## config.mk

```make
export PLATFORM = sky130hd
export DESIGN_NAME = bridge_arbiter_flat
export DESIGN_NICKNAME = d
export VERILOG_FILES = /design/src/rtl/bridge_pkg.sv /design/src/rtl/bridge_arbiter_if.sv /design/src/rtl/bridge_addr_check.sv /design/src/rtl/bridge_arbiter.sv /design/src/flat_wrapper.sv
export SDC_FILE = /design/constraint.sdc
export NUM_CORES = 1
export LEC_CHECK = 0
export BUFFER_PORTS_ARGS = -buffer_cell sky130_fd_sc_hd__buf_2
export CORE_MARGIN = 4
export CORE_UTILIZATION = 35
export DETAILED_ROUTE_END_ITERATION = 10
export MAX_ROUTING_LAYER = met4
export PLACE_DENSITY_LB_ADDON = 0.08
export SYNTH_ARGS = -nofsm -noshare
export SYNTH_HDL_FRONTEND = slang
export SYNTH_SLANG_ARGS = --single-unit
```

## constraint.sdc

```tcl
create_clock -name clk -period 2.7 [get_ports clk]
set_input_delay 0 -clock clk [delete_from_list [all_inputs] [get_ports clk]]
set_output_delay 0 -clock clk [all_outputs]
set_load 0.03 [all_outputs]
```

## src/rtl/bridge_pkg.sv

```systemverilog
// Shared definitions for the bridge data-port arbiter and the bridge itself.
//   - address map bounds (data memory, timer 0, timer 1)
//   - arbiter FSM state encoding
//   - owner encoding driven on the arbiter's owner output
//   - in_range helper used by the address checker
package bridge_pkg;

    localparam logic [31:0] DM_LO = 32'h0000_0000;
    localparam logic [31:0] DM_HI = 32'h0000_2FFF;
    localparam logic [31:0] T0_LO = 32'h0000_7F00;
    localparam logic [31:0] T0_HI = 32'h0000_7F0B;
    localparam logic [31:0] T1_LO = 32'h0000_7F10;
    localparam logic [31:0] T1_HI = 32'h0000_7F1B;

    typedef enum logic [1:0] {
        IDLE   = 2'd0,
        ACCESS = 2'd1,
        RESP   = 2'd2
    } state_e;

    localparam logic [1:0] OWN_NONE = 2'b00;
    localparam logic [1:0] OWN_M0   = 2'b01;
    localparam logic [1:0] OWN_M1   = 2'b10;

    function automatic logic in_range(input logic [31:0] a,
                                      input logic [31:0] lo,
                                      input logic [31:0] hi);
        return (a >= lo) && (a <= hi);
    endfunction

endpackage

```

## src/rtl/bridge_arbiter_if.sv

```systemverilog
// One bus master's connection to the bridge arbiter.
//   req/addr/wdata/we/lock : request and payload, held by the master until ack
//   ack/err/rdata          : one-cycle response from the arbiter
// modport master : the requesting engine (CPU mem stage, DMA, debug)
// modport slave  : the arbiter side
interface bridge_arbiter_if;
    logic        req;
    logic [31:0] addr;
    logic [31:0] wdata;
    logic        we;
    logic        lock;
    logic        ack;
    logic        err;
    logic [31:0] rdata;

    modport master (output req, addr, wdata, we, lock,
                    input  ack, err, rdata);
    modport slave  (input  req, addr, wdata, we, lock,
                    output ack, err, rdata);
endinterface

```

## src/rtl/bridge_addr_check.sv

```systemverilog
// Combinational access check for the bridge address map.
//   addr_i : byte address
//   ok_o   : 1 when the address is word aligned and falls in DM, T0 or T1
// Shared between the arbiter and the bridge so both agree on the map.
module bridge_addr_check
    import bridge_pkg::*;
(
    input  logic [31:0] addr_i,
    output logic        ok_o
);
    logic mapped;

    assign mapped = in_range(addr_i, DM_LO, DM_HI) |
                    in_range(addr_i, T0_LO, T0_HI) |
                    in_range(addr_i, T1_LO, T1_HI);

    assign ok_o = (addr_i[1:0] == 2'b00) & mapped;
endmodule

```

## src/rtl/bridge_arbiter.sv

```systemverilog
// Two-master round-robin arbiter in front of the bridge data port.
//   clk, reset_n   : clock, synchronous active-low reset
//   m0, m1         : master ports (m0 = CPU memory stage, m1 = DMA/debug)
//   br_addr/wdata  : bridge address / write data, non-zero only in ACCESS
//   br_we          : bridge write strobe, one cycle per accepted valid write
//   br_rdata       : bridge read data (combinational in the bridge)
//   owner          : 00 idle, 01 master 0, 10 master 1
// Each transaction takes IDLE -> ACCESS -> RESP. A master asserting lock
// keeps ownership for up to MAX_BURST grants while the other master waits.
module bridge_arbiter
    import bridge_pkg::*;
#(
    parameter int MAX_BURST = 4
) (
    input  logic               clk,
    input  logic               reset_n,
    bridge_arbiter_if.slave    m0,
    bridge_arbiter_if.slave    m1,
    output logic [31:0]        br_addr,
    output logic [31:0]        br_wdata,
    output logic               br_we,
    input  logic [31:0]        br_rdata,
    output logic [1:0]         owner
);
    localparam logic [3:0] BMAX = 4'(MAX_BURST);

    state_e      state_q, state_d;
    logic [1:0]  own_q, own_d;
    logic        last_q, last_d;     // 1 = master 1 granted last
    logic        hold_q, hold_d;
    logic [3:0]  burst_q, burst_d;
    logic [31:0] addr_q, wdata_q, rdata_q;
    logic        we_q, ok_q;

    logic        holder_req, other_req, keep, gnt_v, gnt_m1, sel_ok;
    logic [31:0] sel_addr;

    // Grant selection, only acted on in IDLE. keep = holder retains the port.
    always_comb begin
        holder_req = (own_q == OWN_M1) ? m1.req : m0.req;
        other_req  = (own_q == OWN_M1) ? m0.req : m1.req;
        keep       = hold_q & holder_req & ~((burst_q == BMAX) & other_req);
        gnt_v      = 1'b0;
        gnt_m1     = 1'b0;
        if (keep) begin
            gnt_v  = 1'b1;
            gnt_m1 = (own_q == OWN_M1);
        end else if (m0.req && m1.req) begin
            // Burst expiry also lands here: the holder was granted last,
            // so the tie-break hands the port to the waiting master.
            gnt_v  = 1'b1;
            gnt_m1 = ~last_q;
        end else if (m0.req) begin
            gnt_v  = 1'b1;
        end else if (m1.req) begin
            gnt_v  = 1'b1;
            gnt_m1 = 1'b1;
        end
    end

    assign sel_addr = gnt_m1 ? m1.addr : m0.addr;

    bridge_addr_check u_chk (
        .addr_i (sel_addr),
        .ok_o   (sel_ok)
    );

    always_comb begin
        state_d = state_q;
        own_d   = own_q;
        last_d  = last_q;
        hold_d  = hold_q;
        burst_d = burst_q;
        case (state_q)
            IDLE: begin
                // Losing the hold (holder idle or burst expired) restarts
                // the burst count; a kept hold leaves it untouched.
                if (!keep) begin
                    hold_d  = 1'b0;
                    burst_d = 4'd0;
                end
                if (gnt_v) begin
                    state_d = ACCESS;
                    own_d   = gnt_m1 ? OWN_M1 : OWN_M0;
                    last_d  = gnt_m1;
                end
            end
            ACCESS: state_d = RESP;
            RESP: begin
                state_d = IDLE;
                if ((own_q == OWN_M1) ? m1.lock : m0.lock) begin
                    hold_d  = 1'b1;
                    burst_d = (burst_q == BMAX) ? burst_q : burst_q + 4'd1;
                end else begin
                    hold_d  = 1'b0;
                    burst_d = 4'd0;
                end
            end
            default: state_d = IDLE;
        endcase
    end

    always_ff @(posedge clk) begin
        if (!reset_n) begin
            state_q <= IDLE;
            own_q   <= OWN_NONE;
            last_q  <= 1'b1;
            hold_q  <= 1'b0;
            burst_q <= 4'd0;
            addr_q  <= 32'd0;
            wdata_q <= 32'd0;
            we_q    <= 1'b0;
            ok_q    <= 1'b0;
            rdata_q <= 32'd0;
        end else begin
            state_q <= state_d;
            own_q   <= own_d;
            last_q  <= last_d;
            hold_q  <= hold_d;
            burst_q <= burst_d;
            if (state_q == IDLE && gnt_v) begin
                addr_q  <= sel_addr;
                wdata_q <= gnt_m1 ? m1.wdata : m0.wdata;
                we_q    <= gnt_m1 ? m1.we : m0.we;
                ok_q    <= sel_ok;
            end
            if (state_q == ACCESS)
                rdata_q <= (ok_q & ~we_q) ? br_rdata : 32'd0;
        end
    end

    logic in_acc, in_resp;
    assign in_acc  = (state_q == ACCESS);
    assign in_resp = (state_q == RESP);

    assign br_addr  = in_acc ? addr_q  : 32'd0;
    assign br_wdata = in_acc ? wdata_q : 32'd0;
    assign br_we    = in_acc & we_q & ok_q;
    assign owner    = (state_q == IDLE) ? OWN_NONE : own_q;

    assign m0.ack   = in_resp & (own_q == OWN_M0);
    assign m0.err   = m0.ack & ~ok_q;
    assign m0.rdata = m0.ack ? rdata_q : 32'd0;
    assign m1.ack   = in_resp & (own_q == OWN_M1);
    assign m1.err   = m1.ack & ~ok_q;
    assign m1.rdata = m1.ack ? rdata_q : 32'd0;
endmodule

```

## src/flat_wrapper.sv

```systemverilog
// flat-port wrapper written by rule: the top's interface ports become plain ports
module bridge_arbiter_flat import bridge_pkg::*;
#(
    parameter int MAX_BURST = 4
)
  (clk, reset_n, br_addr, br_wdata, br_we, br_rdata, owner, m0_req, m0_addr, m0_wdata, m0_we, m0_lock, m0_ack, m0_err, m0_rdata, m1_req, m1_addr, m1_wdata, m1_we, m1_lock, m1_ack, m1_err, m1_rdata);
  bridge_arbiter_if m0_i ();
  bridge_arbiter_if m1_i ();
  input  logic clk;
  input  logic reset_n;
  output logic [31:0] br_addr;
  output logic [31:0] br_wdata;
  output logic br_we;
  input  logic [31:0] br_rdata;
  output logic [1:0] owner;
  input wire logic [$bits(m0_i.req)-1:0] m0_req;
  input wire logic [$bits(m0_i.addr)-1:0] m0_addr;
  input wire logic [$bits(m0_i.wdata)-1:0] m0_wdata;
  input wire logic [$bits(m0_i.we)-1:0] m0_we;
  input wire logic [$bits(m0_i.lock)-1:0] m0_lock;
  output wire logic [$bits(m0_i.ack)-1:0] m0_ack;
  output wire logic [$bits(m0_i.err)-1:0] m0_err;
  output wire logic [$bits(m0_i.rdata)-1:0] m0_rdata;
  input wire logic [$bits(m1_i.req)-1:0] m1_req;
  input wire logic [$bits(m1_i.addr)-1:0] m1_addr;
  input wire logic [$bits(m1_i.wdata)-1:0] m1_wdata;
  input wire logic [$bits(m1_i.we)-1:0] m1_we;
  input wire logic [$bits(m1_i.lock)-1:0] m1_lock;
  output wire logic [$bits(m1_i.ack)-1:0] m1_ack;
  output wire logic [$bits(m1_i.err)-1:0] m1_err;
  output wire logic [$bits(m1_i.rdata)-1:0] m1_rdata;
  assign m0_i.req = m0_req;
  assign m0_i.addr = m0_addr;
  assign m0_i.wdata = m0_wdata;
  assign m0_i.we = m0_we;
  assign m0_i.lock = m0_lock;
  assign m0_ack = m0_i.ack;
  assign m0_err = m0_i.err;
  assign m0_rdata = m0_i.rdata;
  assign m1_i.req = m1_req;
  assign m1_i.addr = m1_addr;
  assign m1_i.wdata = m1_wdata;
  assign m1_i.we = m1_we;
  assign m1_i.lock = m1_lock;
  assign m1_ack = m1_i.ack;
  assign m1_err = m1_i.err;
  assign m1_rdata = m1_i.rdata;
  bridge_arbiter #(.MAX_BURST(MAX_BURST)) u_core (.clk(clk), .reset_n(reset_n), .m0(m0_i), .m1(m1_i), .br_addr(br_addr), .br_wdata(br_wdata), .br_we(br_we), .br_rdata(br_rdata), .owner(owner));
endmodule
```

Word-level counts from Yosys, hierarchy flattened

Index checks and enable logic that the tools add are counted.

Register bits: 108
Input bits: 168
Output and inout port bits: 135

$add $sub $neg: 1
$lt $le $gt $ge: 6
Equality and inequality tests: 8
Multiplexer cells: 29
Bitwise operators: 17
Reduce and logical (&&, ||, !) cells: 11

Operator list:

| operator                                                                 | number |
|---|---|
| 32-bit two-way mux                                                       | 7 |
| 32-bit by 15-bit >= comparator with 1-bit output (second input constant) | 2 |
| 32-bit by 15-bit <= comparator with 1-bit output (second input constant) | 2 |
| 32-bit by 1-bit >= comparator with 1-bit output (second input constant)  | 1 |
| 32-bit by 14-bit <= comparator with 1-bit output (second input constant) | 1 |
| 1-bit two-way mux                                                        | 13 |
| 4-bit two-way mux                                                        | 3 |
| 1-bit bitwise AND                                                        | 11 |
| 4-bit case mux with 2 select lines                                       | 1 |
| 2-bit two-way mux                                                        | 3 |
| 1-bit logical AND                                                        | 5 |
| 4-bit by 1-bit adder with 4-bit output (second input constant)           | 1 |
| 2-bit by 1-bit == test with 1-bit output (second input constant)         | 2 |
| 2-bit == test (second input constant)                                    | 2 |
| 4-bit by 3-bit == test with 1-bit output (second input constant)         | 1 |
| 2-bit zero test                                                          | 2 |
| 1-bit inverter                                                           | 4 |
| 2-bit case mux with 2 select lines                                       | 1 |
| 2-bit AND reduction                                                      | 2 |
| 3-bit != test (second input constant)                                    | 1 |
| 3-bit AND reduction                                                      | 1 |
| 2-bit by 1-bit != test with 1-bit output (second input constant)         | 1 |
| 2-bit != test (second input constant)                                    | 1 |
| 1-bit OR                                                                 | 2 |
| other kinds (2)                                                          | 2 |

Logic depth before layout (Yosys ltp)

Gate-level depths: netlist of run 1.

Depth in word-level cells: 12
Gate-level depth with buffers: 9

Modules after synthesis

From an unflattened synthesis of run 1, not the netlist that was laid out.

Cells, all modules: 739
Area total of the unflattened synthesis: 5,959.5 um2

By module, submodules not included:

| module            | instances | cells an instance | area an instance (um2) | sequential area each (um2) |
|---|---|---|---|---|
| bridge_arbiter    | 1         | 725               | 5,870.6                | 2,162.1 |
| bridge_addr_check | 1         | 14                | 88.8                   | 0.0 |

Worst setup path after synthesis of run 1

Ideal clock, no wire load.

Path type: reg2out
Start: reg u_core.state_q[0]
End: out m0_rdata[22]
Data arrival time: 1.771 ns
Data required time: 2.700 ns
Slack: 0.929 ns
Cell stages (with the launch flop): 5
Path buffers: 1
Path through: dfxtp_1 nand2b_1 nor3b_1 clkbuf_1 and2_1

Word-level cells in the longest chain between the ends: 3

Ends and longest elaborated chain:

| what                   | RTL line              | source |
|---|---|---|
| from (decl)            | bridge_arbiter.sv:27  | `state_e state_q, state_d;` |
| from (signal assigned) | bridge_arbiter.sv:116 | `state_q <= state_d;` |
| 2-bit == test          | bridge_arbiter.sv:134 | `assign in_resp = (state_q == RESP);` |
| 1-bit bitwise AND      | bridge_arbiter.sv:141 | `assign m0.ack = in_resp & (own_q == OWN_M0);` |
| named net m0_ack       | flat_wrapper.sv:21    | `output wire logic [$bits(m0_i.ack)-1:0] m0_ack;` |
| 32-bit two-way mux     | bridge_arbiter.sv:143 | `assign m0.rdata = m0.ack ? rdata_q : 32'd0;` |
| to (decl)              | flat_wrapper.sv:23    | `output wire logic [$bits(m0_i.rdata)-1:0] m0_rdata;` |

The timed path passes the listed nets, and every way through them passes these cells.

Final worst setup path of run 1

Start: reg u_core.burst_q[0]
End: reg u_core.wdata_q[20]

Word-level cells in the longest chain between the ends: 6
Elaborated cells on any way between the ends: 8
Classes of those cells: eq/ne: 1; mux: 3; bitwise: 3; reduce/logical: 1

Ends and longest elaborated chain:

| what                                                           | RTL line                                     | source |
|---|---|---|
| from (decl)                                                    | bridge_arbiter.sv:31                         | `logic [3:0] burst_q, burst_d;` |
| from (signal assigned)                                         | bridge_arbiter.sv:120                        | `burst_q <= burst_d;` |
| 4-bit by 3-bit == test with 1-bit output *                     | bridge_arbiter.sv:42                         | `keep = hold_q & holder_req & ~((burst_q == BMAX) & other_req);` |
| 1-bit bitwise AND *                                            | bridge_arbiter.sv:42                         |  |
| 1-bit inverter *                                               | bridge_arbiter.sv:42                         |  |
| 1-bit bitwise AND *                                            | bridge_arbiter.sv:42                         |  |
| 1-bit two-way mux                                              | bridge_arbiter.sv:45                         | `if (keep) begin` |
| 32-bit two-way mux / 1-bit logical AND (equally long branches) | bridge_arbiter.sv:123, bridge_arbiter.sv:121 |  |
| to (signal assigned)                                           | bridge_arbiter.sv:123                        | `wdata_q <= gnt_m1 ? m1.wdata : m0.wdata;` |
| to (decl)                                                      | bridge_arbiter.sv:32                         | `logic [31:0] addr_q, wdata_q, rdata_q;` |

Every way passes the cells marked *; elsewhere a longest branch is shown, timed or not.
A chain may end at the register's enable or synchronous reset.

==> metrics.csv, run 1 <==
metric;value;unit
r2r-start;u_core.burst_q[0];
synth_top_cell_area_share;40.2;%
timing.final.hold_violations;0;
synth_edf_count;0;
gr-usage-all-layers;22.8;%
rows;45;
ys_top_cells_by_count;nand2_1, and2_1, dfxtp_1;
rsz0062_at_grt;false;
grt_remaining_overflow;0;
wirelength;19500;µm
tns;0;ns
final_util;59.3;%
ys_seq_elements;108;
yosys.area.top_type;dfxtp_1;
drtIter0Drc;296;
critPathCaptureType;flip-flop;
synth_area_leaders;dfxtp_1, and2_1, nand2_1, a31oi_1, o21ai_0;
finClkSkew;0.00798;ns
path_clk_slew;0.07;ns
slew_headroom;49.6;%
crit_path_start;u_core.burst_q[0];
crit_arrival;2.71;ns
place_congestion;0.863;
port_buffers;302;
clock.fmax;405;MHz
grt_pass1_wl;32500;µm
path_class;reg2reg;
finalMaxSlewViolations;0;
setup_viol;0;
async_flop_share;0;%
dieWidth;132;µm
path_max_fanout;67;
seq_area_frac_synth;40.2;%
post_drt_wl_per_cell;14.7;µm
core_area;15100;µm²
required;2.94;ns
fill_cells;1416;
io_pins;303;
antenna_found_initial;1;
drive_above_1_share;29.4;%
vias;6565;
yosysWarnings;0;
synthCells;713;
drt_first_pass_iters;5;
syn_area_per_cell;7.54;µm²
cts_root_buf;clkbuf_16;
worstHoldStart;m0_addr[15];
ant_nets;0;
p_leak;4.38;nW
drc;0;
vias_per_cell;4.92;
synthMostInstantiatedCell;nand2_1;
netlist_area;5370;µm²
cts.sinks;108;
h-tree-depth;3;
cts_buffers;9;
fin_nets;1310;
min_period;2.47;ns
worst_slew_pin_slew;0.755;ns
status;finished, final reports clean;
pwr_density_cell;489;nW/µm²
die_h;132;µm
worst_setup_path_start_kind;flip-flop;
die_area;17400;µm²
clk_path_buf_depth;2;
syn_nets;883;
maxCapViolations;0;
hold_path.class;in2reg;
ys.flop_type;dfxtp_1;
clk_latency;0.35;ns
seqCellArea;2160;µm²
initial_core_util;35.5;%
syn_to_final_growth;67.0;%
yosysUniqueCellTypes;36;
ctsResizeCount;0;
grt_pass1_vias;6737;
post-cts-setup-buffers;0;
dpl.hpwl;12900;µm
grt_max_degree;68;
cts_tree;yes;
vdd_drop_max;391;µV
hold_buffers;162;
multi_input_area;2950;µm²
fin_crit_sh;91.5;%
where the power goes:
part / total, mW / leakage, nW / switching, mW / internal (mW)
Combinational: 1.04 / 3.32 / 0.527 / 0.509
Sequential: 1.79 / 0.888 / 0.0652 / 1.72
Clock: 1.56 / 0.173 / 0.603 / 0.957
Total: 4.38 / 4.38 / 1.19 / 3.19
sequential cells by signal, summed over array words and instances, names as in the netlist:
register / cells
u_core.addr_q: 32
u_core.rdata_q: 32
u_core.wdata_q: 32
u_core.burst_q: 4
u_core.own_q: 2
u_core.state_q: 2
u_core.hold_q: 1
u_core.last_q: 1
u_core.ok_q: 1
u_core.we_q: 1
cell usage in the layout, fill, tap and decap left out, drive strengths merged, types with 6 or more instances in the layout:
master	count
a21oi	7
dfxtp	108
and2	128
dlygate4sd3	162
nand3	7
a22oi	32
buf	314
o21ai	73
nand2	138
nor2	45
nor3	6
a31oi	66
clkbuf	12
nor2b	6
nor4	8
stage by stage:
stage	hold slack, ns	power, mW	instances	instance area [µm²]	setup slack, ns
2_1_floorplan	0.148	2.29	713	5370	0.929
3_3_place_gp	0.236	2.59	1155	7000	0.736
3_5_place_dp	0.243	2.59	1155	7000	0.712
4_1_cts	0.0489	4.42	1333	8970	0.263
5_1_grt	0.119	4.61	1334	8980	0.0354
6_report	0.0667	4.38	1334	8980	0.230
kinds of logic after synthesis:
| group | Yosys count | synth area share, % |
|---|---|---|
| AND/OR/NAND/NOR | 348 | 32.1 |
| AO/OA/AOI/OAI | 189 | 21.6 |
| flip-flops | 108 | 40.2 |
| buffers and inverters | 65 | 5.40 |
| adder cells (fa/ha/maj) | 2 | 0.466 |
| multiplexers | 1 | 0.186 |
layer usage:
metal | vias up | global-route usage [%] | share of wire [%]
li1 | 3280 | - | -
met3 | 34 | 4.85 | 5.4
met1 | 3018 | 27.5 | 43
met4 | 0 | 7.06 | 2.5
met5 | - | - | 0
met2 | 233 | 38.2 | 49
critical path: stages, from the launching register on:
cell and delay [ns]:
dfxtp_1 0.33, inv_1 0.08, ha_1 0.19, nand3b_4 0.14
and3_1 0.25, o31a_2 0.31, buf_12 0.20, nand2_1 0.11
a31oi_1 0.08, dlygate4sd3_1 0.60
area by class of cell:
type                       instances  share of cell area (%)
antenna                            1                  0.0279
sequential                       108                    24.1
inverter                           5                   0.209
multi-input combinational        540                    32.8
clock inverter                     4                    1.06
clock buffer                      12                    2.86
tap                              188                    2.62
timing repair buffer             476                    36.3
path summary, 6_finish.rpt:
| check | endpoint | slack [ns] | cells after the start |
|---|---|---|---|
| min | u_core.ok_q | 0.07 | 6 |
| max | u_core.wdata_q[20] | 0.23 | 9 |
| min reg2reg | u_core.last_q | 0.48 | 1 |
| max reg2reg | u_core.wdata_q[20] | 0.23 | 9 |
Power figures use the tool's default switching activity.
==> inputs of run 2 (changes only) <==
CORE_MARGIN = 2   (was 4)
RECOVER_POWER = 100   (was unset)
clock period = 2.2 ns   (was 2.7 ns; I/O delays follow)
==> run 2 against run 1 <==
Count of clock-buffer cells in the layout did not move. Via count rose by 1.2%. Design area fell by 1.2%. Sequential cell count did not move. Largest power group unchanged.
==> metrics.csv, run 2 (synthesized netlist as in run 1, its figures left out) <==
metric;value;unit
setup_viol;0;
initial_core_util;35.6;%
pwr_density_cell;570;nW/µm²
grt_use_met1;29.2;%
slew_headroom;51.4;%
cts_root_buf;clkbuf_16;
diodes;0;
fin_crit_sh;91.7;%
die_area;16400;µm²
post_drt_wl_per_cell;15.3;µm
required;2.48;ns
slowest_delay;0.44;ns
h-tree-depth;3;
tns;0;ns
port_buffers;302;
place_congestion;0.833;
clock.fmax;496;MHz
maxCapViolations;0;
drc;0;
drive_above_1_share;25.1;%
clk_latency;0.36;ns
power;5.05;mW
ant_nets;0;
cts_buffers;9;
path_class;reg2reg;
grt_pass1_vias;6560;
grt_max_degree;69;
cts_tree;yes;
core_area;15100;µm²
vias_per_cell;4.98;
dieWidth;128;µm
crit_arrival;2.30;ns
grt_remaining_overflow;0;
final_common_cell;buf_2;
critPathCaptureType;flip-flop;
min_period;2.02;ns
grt_pass1_wl;31800;µm
die_h;128;µm
cts.sinks;108;
dpl.hpwl;12600;µm
use_met3;3.76;%
finalMaxSlewViolations;0;
wirelength;20500;µm
vdd_drop_max;381;µV
crit_chain;inv_1 -> ha_1 -> nand3b_4 -> and3_1 -> o31a_2 -> buf_4 -> nand2_1 -> a31oi_1;
use_met2;42.6;%
rows;45;
fill_cells;1434;
timing.final.hold_violations;0;
grt-busiest-layer;met2;
mostFrequentLayoutCells;buf_2, dlygate4sd3_1, nand2_1;
fin_nets;1313;
gr-usage-all-layers;25.0;%
rsz0062_at_grt;false;
drtIter0Drc;363;
top_regs;u_core.addr_q x32, u_core.rdata_q x32, u_core.wdata_q x32;
hold_path.class;in2reg;
worst_setup_path_start_kind;flip-flop;
path_clk_slew;0.07;ns
path_max_fanout;44;
post-cts-setup-buffers;0;
vias;6647;
clk_path_buf_depth;2;
io_pins;303;
worst_slew_pin_slew;0.729;ns
p_leak;3.97;nW
crit_path_top_delay_cell;buf_4;
antenna_found_initial;0;
finClkSkew;0.0117;ns
drt_first_pass_iters;4;
status;finished, final reports clean;
syn_to_final_growth;65.1;%
-- run 2: cell types whose count changed in the layout (fill, tap and decap cells not counted), moves of 2 or more --
cell | before | now
buf_2 | 302 | 192
clkbuf_2 | 0 | 62
clkbuf_1 | 1 | 52
and2_0 | 0 | 20
and2_1 | 128 | 108
bufinv_16 | 3 | 1
-- run 2: what timing repair did --
item	4_1_cts	5_1_grt
endpoints found under the hold margin	97	0
setup endpoints to repair	0	0
hold buffers	162	0
gates resized for setup	0	0
-- run 2: path summary, 6_finish.rpt --
path	slack [ns]	depth (start not counted)	startpoint	end
hold / removal	0.12	3	m0_req	u_core.state_q[0]
setup reg to reg	0.18	8	u_core.burst_q[0]	u_core.addr_q[9]
hold reg to reg	0.50	1	u_core.last_q	u_core.last_q
setup / recovery	0.18	8	u_core.burst_q[0]	u_core.addr_q[9]
-- run 2: layout make-up --
class / count / area [µm²] / area share (%)
Sequential cell: 108 / 2160 / 24.4
Multi-Input combinational cell: 540 / 2940 / 33.1
Inverter: 5 / 18.8 / 0.212
Timing Repair Buffer: 479 / 3210 / 36.2
Tap cell: 188 / 235 / 2.65
Clock inverter: 4 / 47.5 / 0.536
Clock buffer: 12 / 256 / 2.89
-- run 2: per-stage QoR --
stage                     worst slack, ns  instance area [µm²]  hold WS, ns  cells  utilization, %
final                               0.182                 8870        0.115   1336            58.8
after global routing               0.0259                 8870        0.150   1336            58.8
after CTS                           0.182                 8950        0.103   1336            59.3
after detailed placement            0.185                 7020        0.242   1158            46.5
after global placement              0.236                 7020        0.236   1158            46.5
after floorplan                     0.429                 5370        0.148    713               -
-- run 2: routing by layer --
metal / routed length, µm / part of all wire, %
met1: 8670 / 42
met4: 622 / 3.0
met5: 0 / 0
met3: 1120 / 5.4
met2: 10100 / 49
-- run 2: power breakdown --
| part | switching [mW] | internal [mW] | total [mW] |
|---|---|---|---|
| clock | 0.733 | 0.942 | 1.68 |
| combinational | 0.649 | 0.532 | 1.18 |
| sequential | 0.0805 | 2.12 | 2.20 |
| total | 1.46 | 3.59 | 5.05 |
-- run 2: worst max-delay path: cells and delay by family, from the launching register on --
kind | cells | cell delay (ns)
buffers and inverters | 2 | 0.52
and+or+nand+nor | 3 | 0.47
DFF | 1 | 0.37
AOI/OAI and AO/OA | 2 | 0.35
adders and majority gates | 1 | 0.23
==> inputs of run 3 (changes only) <==
--- a/config.mk
+++ b/config.mk
@@ -9,3 +9,4 @@
 export CORE_MARGIN = 2
-export CORE_UTILIZATION = 35
+export CORE_UTILIZATION = 40
+export CTS_CLUSTER_SIZE = 24
 export DETAILED_ROUTE_END_ITERATION = 10
==> constraint.sdc (replaced) <==
create_clock -name clk -period 2.2 [get_ports clk]
set_input_delay 0.22 -clock clk [delete_from_list [all_inputs] [get_ports clk]]
set_output_delay 0.22 -clock clk [all_outputs]
set_load 0.03 [all_outputs]
==> run 3 against run 2 <==
Sequential share of layout area is 5.1 points higher. Sequential power is essentially flat. Via count down 11%. First-iteration DRC count rose by 16%. Utilization shrank 3.2 points. Critical path type unchanged. Largest cell class is now multi-input combinational cells.
==> metrics.csv, run 3 (synthesized netlist as in run 1, its figures left out) <==
metric;value;unit
pwr_density_cell;635;nW/µm²
grt_pass1_wl;27200;µm
ctsResizeCount;0;
setup_viol;0;
core_area;13200;µm²
fin_nets;1151;
drt_first_pass_iters;5;
place_congestion;0.823;
rsz0062_at_grt;false;
grt_max_degree;69;
tns;0;ns
die_h;120;µm
hold_path.class;in2reg;
status;finished, final reports clean;
finClkSkew;0.00765;ns
antenna_found_initial;1;
post-cts-setup-buffers;0;
drc;0;
dieWidth;120;µm
crit_chain;inv_1 -> ha_1 -> nand3b_4 -> and3_1 -> o31a_2 -> buf_6 -> nand2_1 -> a31oi_1;
clk_path_buf_depth;2;
crit_arrival;2.32;ns
syn_to_final_growth;36.4;%
maxCapViolations;0;
vdd_drop_max;302;µV
power;4.66;mW
drtIter0Drc;421;
final_cells;1162;
critical-path-top-delay-family;buffers and inverters;
path_clk_slew;0.06;ns
rows;42;
finalMaxSlewViolations;0;
slew_headroom;58.2;%
path_class;reg2reg;
cts_tree;yes;
path_max_fanout;67;
cts_root_buf;clkbuf_16;
cts.sinks;108;
port_buffers;302;
grt_pass1_vias;5507;
vias;5884;
clk_latency;0.34;ns
initial_core_util;40.7;%
final_common_cell;buf_2;
die_area;14400;µm²
ant_nets;0;
dpl.hpwl;12400;µm
top_regs;u_core.addr_q x32, u_core.rdata_q x32, u_core.wdata_q x32;
required;2.46;ns
timing.final.hold_violations;0;
drive_above_1_share;32.7;%
fin_crit_sh;93.6;%
min_period;2.06;ns
io_pins;303;
cp_num_buf_inv;2;
hold_buffers;0;
h-tree-depth;3;
fill_cells;1336;
wirelength;17200;µm
crit_path_top_delay_cell;buf_6;
critPathCaptureType;flip-flop;
clock.fmax;486;MHz
grt_remaining_overflow;0;
slowest_delay;0.42;ns
gr-usage-all-layers;24.1;%
worst_slew_pin_slew;0.628;ns
p_leak;3.44;nW
cts_buffers;9;
post_drt_wl_per_cell;14.8;µm
vias_per_cell;5.06;
mostFrequentLayoutCells;buf_2, nand2_1, and2_1;
final_util;55.6;%
dpl.cell_count;1146;
worst_setup_path_start_kind;flip-flop;
## run 3: changes by cell type in the layout (fill, tap and decap cells not counted), moves of 2 or more
cell	before	now
buf_12	3	8
buf_4	8	5
buf_6	0	2
and2_0	20	2
clkbuf_1	52	17
dlygate4sd3_1	162	0
and2_1	108	126
clkbuf_2	62	104
buf_2	192	183
## run 3: path summary, 6_finish.rpt
kind / cells after the start / startpoint / end / slack (ns)
max: 8 / u_core.burst_q[0] / u_core.wdata_q[19] / 0.14
min: 3 / br_rdata[21] / u_core.rdata_q[21] / 0.12
max reg2reg: 8 / u_core.burst_q[0] / u_core.wdata_q[19] / 0.14
min reg2reg: 1 / u_core.last_q / u_core.last_q / 0.48
## run 3: layout make-up
class / instances / area (µm²) / area share [%]
Sequential cell: 108 / 2160 / 29.5
Timing Repair Buffer: 317 / 1710 / 23.4
Inverter: 5 / 18.8 / 0.256
Multi-Input combinational cell: 540 / 2940 / 40.2
Clock inverter: 2 / 10.0 / 0.137
Tap cell: 176 / 220 / 3.00
Antenna cell: 1 / 2.50 / 0.0341
Clock buffer: 13 / 260 / 3.55
## run 3: worst register-to-register path: cells and delay by family (launching register included)
family          cells  cell delay (ns)
compound gates      2             0.35
fa+ha+maj           1             0.23
buf+inv             2             0.49
flops               1             0.38
simple gates        3             0.54
## run 3: routing by layer
| metal | vias up | wire, µm | global-route usage (%) | part of all wire (%) |
|---|---|---|---|---|
| li1 | 2968 | - | - | - |
| met3 | 24 | 1140 | 3.75 | 6.6 |
| met5 | - | 0 | - | 0 |
| met4 | 0 | 384 | 8.82 | 2.2 |
| met2 | 235 | 8210 | 39.6 | 48 |
| met1 | 2657 | 7470 | 30.1 | 43 |
## run 3: power breakdown
part / leakage (nW) / switching, mW / internal (mW)
Combinational: 2.42 / 0.588 / 0.368
Clock: 0.135 / 0.686 / 0.822
Sequential: 0.888 / 0.0758 / 2.12
## run 3: metrics by stage
stage	area (µm²)	setup WS [ns]	hold slack, ns
after CTS	7350	0.110	0.103
after floorplan	5370	0.209	0.368
final	7330	0.141	0.117
after detailed placement	7080	0.250	0.465
after global routing	7330	0.00198	0.119
after global placement	7080	0.299	0.454
